$ cat src/rtl/alu_pkg.sv
// Shared ALU definitions: operation encoding and the add/sub sequencer state type.
package alu_pkg;

  localparam logic OP_ADD = 1'b0;
  localparam logic OP_SUB = 1'b1;

  typedef enum logic {
    S_IDLE = 1'b0,
    S_RUN  = 1'b1
  } state_e;

endpackage

$ cat src/rtl/addsub_chunk.sv
// Combinational CHUNK-bit adder slice with carry in/out; the sequencer reuses
// this one instance every RUN cycle.
module addsub_chunk #(
  parameter int CHUNK = 8
) (
  input  logic [CHUNK-1:0] a,
  input  logic [CHUNK-1:0] b,
  input  logic             cin,
  output logic [CHUNK-1:0] s,
  output logic             cout
);

  assign {cout, s} = {1'b0, a} + {1'b0, b} + {{CHUNK{1'b0}}, cin};

endmodule

$ cat src/rtl/addsub_seq.sv
// Multi-cycle signed adder/subtractor: CHUNK bits per cycle, LSB first, with
// a registered carry chain, status flags and a start/busy/done handshake.
module addsub_seq
  import alu_pkg::*;
#(
  parameter int WIDTH = 32,
  parameter int CHUNK = 8
) (
  input  logic             clk,
  input  logic             rst_n,
  input  logic             start,
  input  logic             op,
  input  logic [WIDTH-1:0] rs,
  input  logic [WIDTH-1:0] rt,
  output logic [WIDTH-1:0] rd,
  output logic             carry,
  output logic             overflow,
  output logic             zero,
  output logic             busy,
  output logic             done
);

  localparam int N  = WIDTH / CHUNK;
  localparam int IW = (N > 1) ? $clog2(N) : 1;
  localparam logic [IW-1:0] IDX_LAST = IW'(N - 1);

  state_e           state_q;
  logic [IW-1:0]    idx_q;
  logic [WIDTH-1:0] a_q, b_q, sum_q, rd_q;
  logic             cin_q, carry_q, ovf_q, zero_q, busy_q, done_q;

  logic [CHUNK-1:0] a_chunk [N];
  logic [CHUNK-1:0] b_chunk [N];
  logic [CHUNK-1:0] a_cur, b_cur, s_cur;
  logic             cout_cur;
  logic [WIDTH-1:0] sum_d;

  // sum_d is the internal result with the current chunk merged in, so the
  // final edge can publish the complete sum without waiting another cycle.
  for (genvar gi = 0; gi < N; gi++) begin : g_chunk
    assign a_chunk[gi] = a_q[gi*CHUNK +: CHUNK];
    assign b_chunk[gi] = b_q[gi*CHUNK +: CHUNK];
    assign sum_d[gi*CHUNK +: CHUNK] =
      (idx_q == IW'(gi)) ? s_cur : sum_q[gi*CHUNK +: CHUNK];
  end

  assign a_cur = a_chunk[idx_q];
  assign b_cur = b_chunk[idx_q];

  addsub_chunk #(.CHUNK(CHUNK)) u_chunk (
    .a    (a_cur),
    .b    (b_cur),
    .cin  (cin_q),
    .s    (s_cur),
    .cout (cout_cur)
  );

  always_ff @(posedge clk or negedge rst_n) begin
    if (!rst_n) begin
      state_q <= S_IDLE;
      idx_q   <= '0;
      a_q     <= '0;
      b_q     <= '0;
      sum_q   <= '0;
      rd_q    <= '0;
      cin_q   <= 1'b0;
      carry_q <= 1'b0;
      ovf_q   <= 1'b0;
      zero_q  <= 1'b0;
      busy_q  <= 1'b0;
      done_q  <= 1'b0;
    end else begin
      done_q <= 1'b0;
      case (state_q)
        S_IDLE: begin
          if (start) begin
            a_q     <= rs;
            b_q     <= (op == OP_ADD) ? rt : ~rt;
            cin_q   <= (op == OP_SUB);
            idx_q   <= '0;
            busy_q  <= 1'b1;
            state_q <= S_RUN;
          end
        end
        S_RUN: begin
          sum_q <= sum_d;
          cin_q <= cout_cur;
          if (idx_q == IDX_LAST) begin
            idx_q   <= '0;
            rd_q    <= sum_d;
            carry_q <= cout_cur;
            ovf_q   <= (a_q[WIDTH-1] == b_q[WIDTH-1]) && (sum_d[WIDTH-1] != a_q[WIDTH-1]);
            zero_q  <= (sum_d == '0);
            busy_q  <= 1'b0;
            done_q  <= 1'b1;
            state_q <= S_IDLE;
          end else begin
            idx_q <= idx_q + 1'b1;
          end
        end
        default: state_q <= S_IDLE;
      endcase
    end
  end

  assign rd       = rd_q;
  assign carry    = carry_q;
  assign overflow = ovf_q;
  assign zero     = zero_q;
  assign busy     = busy_q;
  assign done     = done_q;

endmodule

$ cat config.mk
export PLATFORM = sky130hd
export DESIGN_NAME = addsub_seq
export DESIGN_NICKNAME = d
export VERILOG_FILES = /design/src/rtl/alu_pkg.sv /design/src/rtl/addsub_chunk.sv /design/src/rtl/addsub_seq.sv
export SDC_FILE = /design/constraint.sdc
export NUM_CORES = 1
export LEC_CHECK = 0
export BUFFER_PORTS_ARGS = -buffer_cell sky130_fd_sc_hd__buf_2
export CAP_MARGIN = 15
export CELL_PAD_IN_SITES_DETAIL_PLACEMENT = 0
export CELL_PAD_IN_SITES_GLOBAL_PLACEMENT = 1
export CORE_UTILIZATION = 40
export DETAILED_ROUTE_END_ITERATION = 7
export PLACE_DENSITY = 0.79
export SYNTH_ARGS = -nofsm -noshare
export SYNTH_HDL_FRONTEND = slang
export SYNTH_SLANG_ARGS = --single-unit
$ cat constraint.sdc
create_clock -name clk -period 3.01 [get_ports clk]
set_input_delay 0.4515 -clock clk [delete_from_list [all_inputs] [get_ports clk]]
set_output_delay 0.4515 -clock clk [all_outputs]
set_load 0.05 [all_outputs]
== After elaboration in Yosys (flattened, before gate mapping) ==
Index checks and enable logic that the tools add are counted.
Storage, ports and cells
  register bits: 137
  input bits: 68
  output and inout port bits: 37
  word-level logic and storage cells: 56
Operators by class
  add/subtract/negate cells: 3
  $lt $le $gt $ge: 1
  equal/unequal tests: 7
  muxes and demuxes: 24
  bitwise logic cells: 3
  reductions and logical operators: 6
Operators with widths (number)
  $mux W8: 8
  $bmux W8 S2: 2
  $logic_not A32 Y1: 1
  $mux W32: 1
  $not A32 Y32: 1
  $add A8 B8 Y9: 1
  $add A9 B1 Y9: 1
  $mux W1: 7
  $pmux W1 S2: 3
  $reduce_and A2 Y1: 3
  $eq A2 B2 Y1 const B: 2
  $mux W2: 2
  $pmux W2 S2: 1
  $ge A3 B3 Y1 const B: 1
  $not A2 Y3: 1
  $add A2 B1 Y2 const B: 1
  $eq A2 B1 Y1 const B: 1
  $logic_not A2 Y1: 1
  $ne A2 B1 Y1 const B: 1
  $ne A2 B2 Y1 const B: 1
  $eq A1 B1 Y1: 1
  $logic_and A1 B1 Y1: 1
  $ne A1 B1 Y1: 1
  $not A1 Y1: 1

== Logic depth before layout (Yosys ltp) ==
  depth in word-level cells: 9
  depth in mapped cells: 13
  gate-level depth less buffers: 12

== Cells and area by module ==
From an unflattened synthesis, not the netlist that was laid out.
Second synthesis, totals
  cell total of the unflattened synthesis: 562
  area total of the unflattened synthesis: 6456.2 um^2
Modules (own cells, without submodules)
  addsub_seq: times used 1, cells an instance 522, area each 6124.6 um^2, seq. area each 3403.3 um^2
  addsub_chunk: times used 1, cells an instance 40, area each 331.6 um^2, seq. area each 0.0 um^2

== Least setup slack after synthesis ==
OpenSTA, ideal clock, no wires.
  path kind: reg2reg
  from: reg idx_q[0]
  to: reg zero_q (netlist: zero)
  library setup time: 126 ps
  data arrival time: 2989 ps
  required time: 2884 ps
  path slack: -106 ps
  cell stages (with the launch flop): 14
  buffers on the path: 1
  period minus slack after synthesis: 3116 ps
  cells stage by stage: dfrtp_1 -> buf_2 -> mux4_2 -> inv_1 -> fa_1 -> inv_1 -> fa_1 -> a211o_2 -> o21a_4 -> xnor2_4 -> o2111ai_1 -> and4bb_1 -> nand4_1 -> nand3_1
On the way
  word-level cells in the longest chain between the ends: 8
  elaborated cells between the ends (all ways): 19
  those cells by class: add/sub (2); eq/ne (3); mux (10); bitwise (1); reduce/logical (3)
Ends and longest elaborated chain
  start: declaration: RTL line addsub_seq.sv:28  | logic [IW-1:0] idx_q;
  start signal: assignment: RTL line addsub_seq.sv:98  | idx_q <= idx_q + 1'b1;
  $not A2 Y3 (not written as such): RTL line addsub_seq.sv:47, addsub_seq.sv:48
  $bmux W8 S2 (on tied branches): RTL line addsub_seq.sv:47, addsub_seq.sv:48
  $mux W8 (on tied branches) (2 in series): RTL line addsub_seq.sv:47, addsub_seq.sv:48
  $add A8 B8 Y9: RTL line addsub_chunk.sv:13  | assign {cout, s} = {1'b0, a} + {1'b0, b} + {{CHUNK{1'b0}}, cin};
  $add A9 B1 Y9: RTL line addsub_chunk.sv:13
  $mux W8: RTL line addsub_seq.sv:44  | (idx_q == IW'(gi)) ? s_cur : sum_q[gi*CHUNK +: CHUNK];
  $logic_not A32 Y1: RTL line addsub_seq.sv:93  | zero_q <= (sum_d == '0);
  end signal: assignment: RTL line addsub_seq.sv:93
  end: declaration: RTL line addsub_seq.sv:30  | logic cin_q, carry_q, ovf_q, zero_q, busy_q, done_q;
Parallel ways exist; a longest one is shown, timed or not. The select of a mux whose other input is x is not followed.
A chain may end at the register's enable or synchronous reset.

== Worst setup path after layout ==
Ends and elaborated chain as after synthesis.

==> impl_metrics.tcl <==
set metrics [dict create \
    routed_wl_mm 14.2 \
    cts.path.max_buffers 2 \
    clockRootBuffer "clkbuf_16" \
    cts.clk_slew.worst_paths_ns 0.05 \
    start_util_pct 41.1 \
    cts_num_sinks 129 \
    holdWs_ns 0.0144 \
    path_class "reg -> reg" \
    drive_above_1_share_pct 34.3 \
    async_flop_share_pct 100 \
    synth_cell_type_count 51 \
    setup_slack_ns 0.0217 \
    numCtsBuffers 17 \
    syn2layout_area_growth_pct 25.6 \
    r2r_slack_ns 0.02 \
    setup_viol_count_final 0 \
    vias_per_cell 4.93 \
    worstPathArrival_ns 3.30 \
    nets 779 \
    die_w_um 127 \
    r2r_cells 12 \
    path_max_fanout 5 \
    final_antenna_net_count 0 \
    clkLatencyLatePin_ns 0.43 \
    dieArea_um2 16200 \
    grt_start_max_net_pins 66 \
    min_period_ns 2.99 \
    grt_overflow 0 \
    yosys-top-cells-area "dfrtp_1 52%, nand2_1 6.6%, o21ai_0 5.8%" \
    syn_nets 656 \
    avgRoutedWirePerCell_um 15.4 \
    dp.cells 889 \
    rsz0062_at_grt "yes" \
    worst_pin_slew_ns 0.918 \
    hpwl_mm 10.4 \
    diodes 0 \
    regArea_um2 3230 \
    die_h_um 127 \
    avgSynthCellArea_um2 10.9 \
    synth_edf_count 0 \
    core_region_area_um2 15300 \
    fin_crit_sh_pct 99.3 \
    yosys_most_used_dff "dfrtp_1" \
    maxCapViolations 0 \
    yosysMostFrequentCell "dfrtp_1" \
    fillers 1388 \
    synth_cells 575 \
    relSlewSlack_pct 38.8 \
    grt_pass1_wl_mm 23.2 \
    first_pass_iters 4 \
    multi_input_area_um2 2890 \
    drtIter0Drc 202 \
    timing.fmax_ghz 0.335 \
    htree_num_levels 4 \
    ctsHoldBuffers 0 \
    ios 105 \
    cts_tree "built" \
    preCtsSetupSlack_ns -0.139 \
    synth_seq_cells 129 \
    crit_required_ns 3.32 \
    synth_top_area_cell "dfrtp_1" \
    crit_path_end_kind "register" \
    yosysWarnings 0 \
    outcome "finished clean" \
    routabilityCongestion 0.865 \
    vias 4542 \
    r2r-start "idx_q[0]" \
    drc_errors 0 \
    io_buffers 104 \
    grt_pass1_vias 4491 \
    track_usage_pct 18.9 \
    antenna_found_initial 1 \
    fp-row-count 45 \
    cp-start-kind "register" \
    reg2reg_to "zero" \
    hp-class "in -> async" \
    synth_common_cells "129 x dfrtp_1, 111 x nand2_1, 73 x o21ai_0" \
    finalMaxSlewViolations 0 \
    synth_seq_area_share_pct 51.5 \
    netlist_area_um2 6270 \
    fin_skew_ns 0.0196 \
    instances_no_fill 922 \
    synth_top_area_share_pct 51.5 \
    final-hold-violation-count 0 \
]
[layout by cell type (no fill, tap or decap), drive strengths merged]
cell / count
a31oi: 3
o31ai: 1
o221ai: 1
clkinvlp: 1
o21ai: 78
mux4: 16
a21oi: 16
nand3: 5
o211ai: 6
xnor2: 37
o21a: 2
xor2: 4
clkinv: 1
o21bai: 1
o2111ai: 1
nand4: 1
nand2b: 7
a21boi: 1
a211o: 2
ha: 11
fa: 2
o221a: 1
dfrtp: 129
a211oi: 2
mux2i: 13
nor3: 8
clkbuf: 28
and4bb: 1
mux2: 32
nor4: 4
nand2: 112
o22ai: 1
or3: 2
nor2: 20
buf: 143
a21o: 3
inv: 13
bufinv: 2
[registers in the layout, indices dropped and copies added (netlist names)]
signal / count
state_q: 1
rd: 32
a_q: 32
idx_q: 2
done: 1
zero: 1
b_q: 32
overflow: 1
carry: 1
cin_q: 1
busy: 1
sum_q: 24
[per-stage QoR]
step | TNS, ns | util [%] | area, µm²
after CTS | 0 | 51.2 | 7810
after global routing | -0.145 | 51.6 | 7870
after detailed placement | -0.158 | 47.3 | 7210
final | 0 | 51.6 | 7870
after floorplan | 0 | - | 6270
after global placement | -0.0387 | 47.3 | 7210
[cells by family (layout without fill, tap and decap cells)]
family                     count (synthesis)  after routing  share of synthesized area (%)
adders and majority gates                 13             13                           2.84
xor gates and xnor gates                  41             41                           6.51
buffers and inverters                     52            188                           3.51
DFF                                      129            129                           51.5
and+or+nand+nor                          160            160                           11.0
AOI/OAI and AO/OA                        119            119                           11.1
muxes                                     61             61                           13.6
[cell type report]
type / instances / area share [%]
Clock buffer: 28 / 6.44
Clock inverter: 4 / 0.922
Inverter: 13 / 0.620
Multi-Input combinational cell: 394 / 36.8
Sequential cell: 129 / 41.0
Tap cell: 211 / 3.35
Timing Repair Buffer: 143 / 10.9
[worst max-delay path, cell delays in order (launching register included)]
cell,delay (ns)
dfrtp_2,0.43
mux4_2,0.52
inv_1,0.09
fa_2,0.21
inv_1,0.05
fa_2,0.35
a211o_4,0.36
o21a_4,0.14
xnor2_4,0.14
o2111ai_1,0.18
and4bb_1,0.24
nand4_1,0.09
nand3_1,0.07
[metal layers]
metal  track usage (%)  part of all wire [%]  up-vias
met1              24.4                    47     2180
met2              30.5                    48      112
li1                  -                     -     2226
met3              4.48                   3.7       22
met4              8.26                   1.8        2
met5                 0                 0.070        -
[worst max path at each step]
stage                         from  endpoint  slack (ns)  depth (start not counted)
after floorplan           idx_q[0]      zero        0.06                         13
after global placement    idx_q[0]      zero       -0.04                         12
after detailed placement  idx_q[0]      zero       -0.14                         12
after CTS                 idx_q[0]  overflow        0.04                         11
after global routing      idx_q[0]      zero       -0.12                         13
final                     idx_q[0]      zero        0.02                         12
[what timing repair did]
item | in CTS | in global routing
resized for setup | 3 | 9
pin swaps | 0 | 1
setup buffers | 0 | 1
endpoints found under the setup margin | 2 | 10
Power is left out: the tool's default activity adds up to more than one toggle a clock period on the data nets, which glitch-free logic cannot reach.
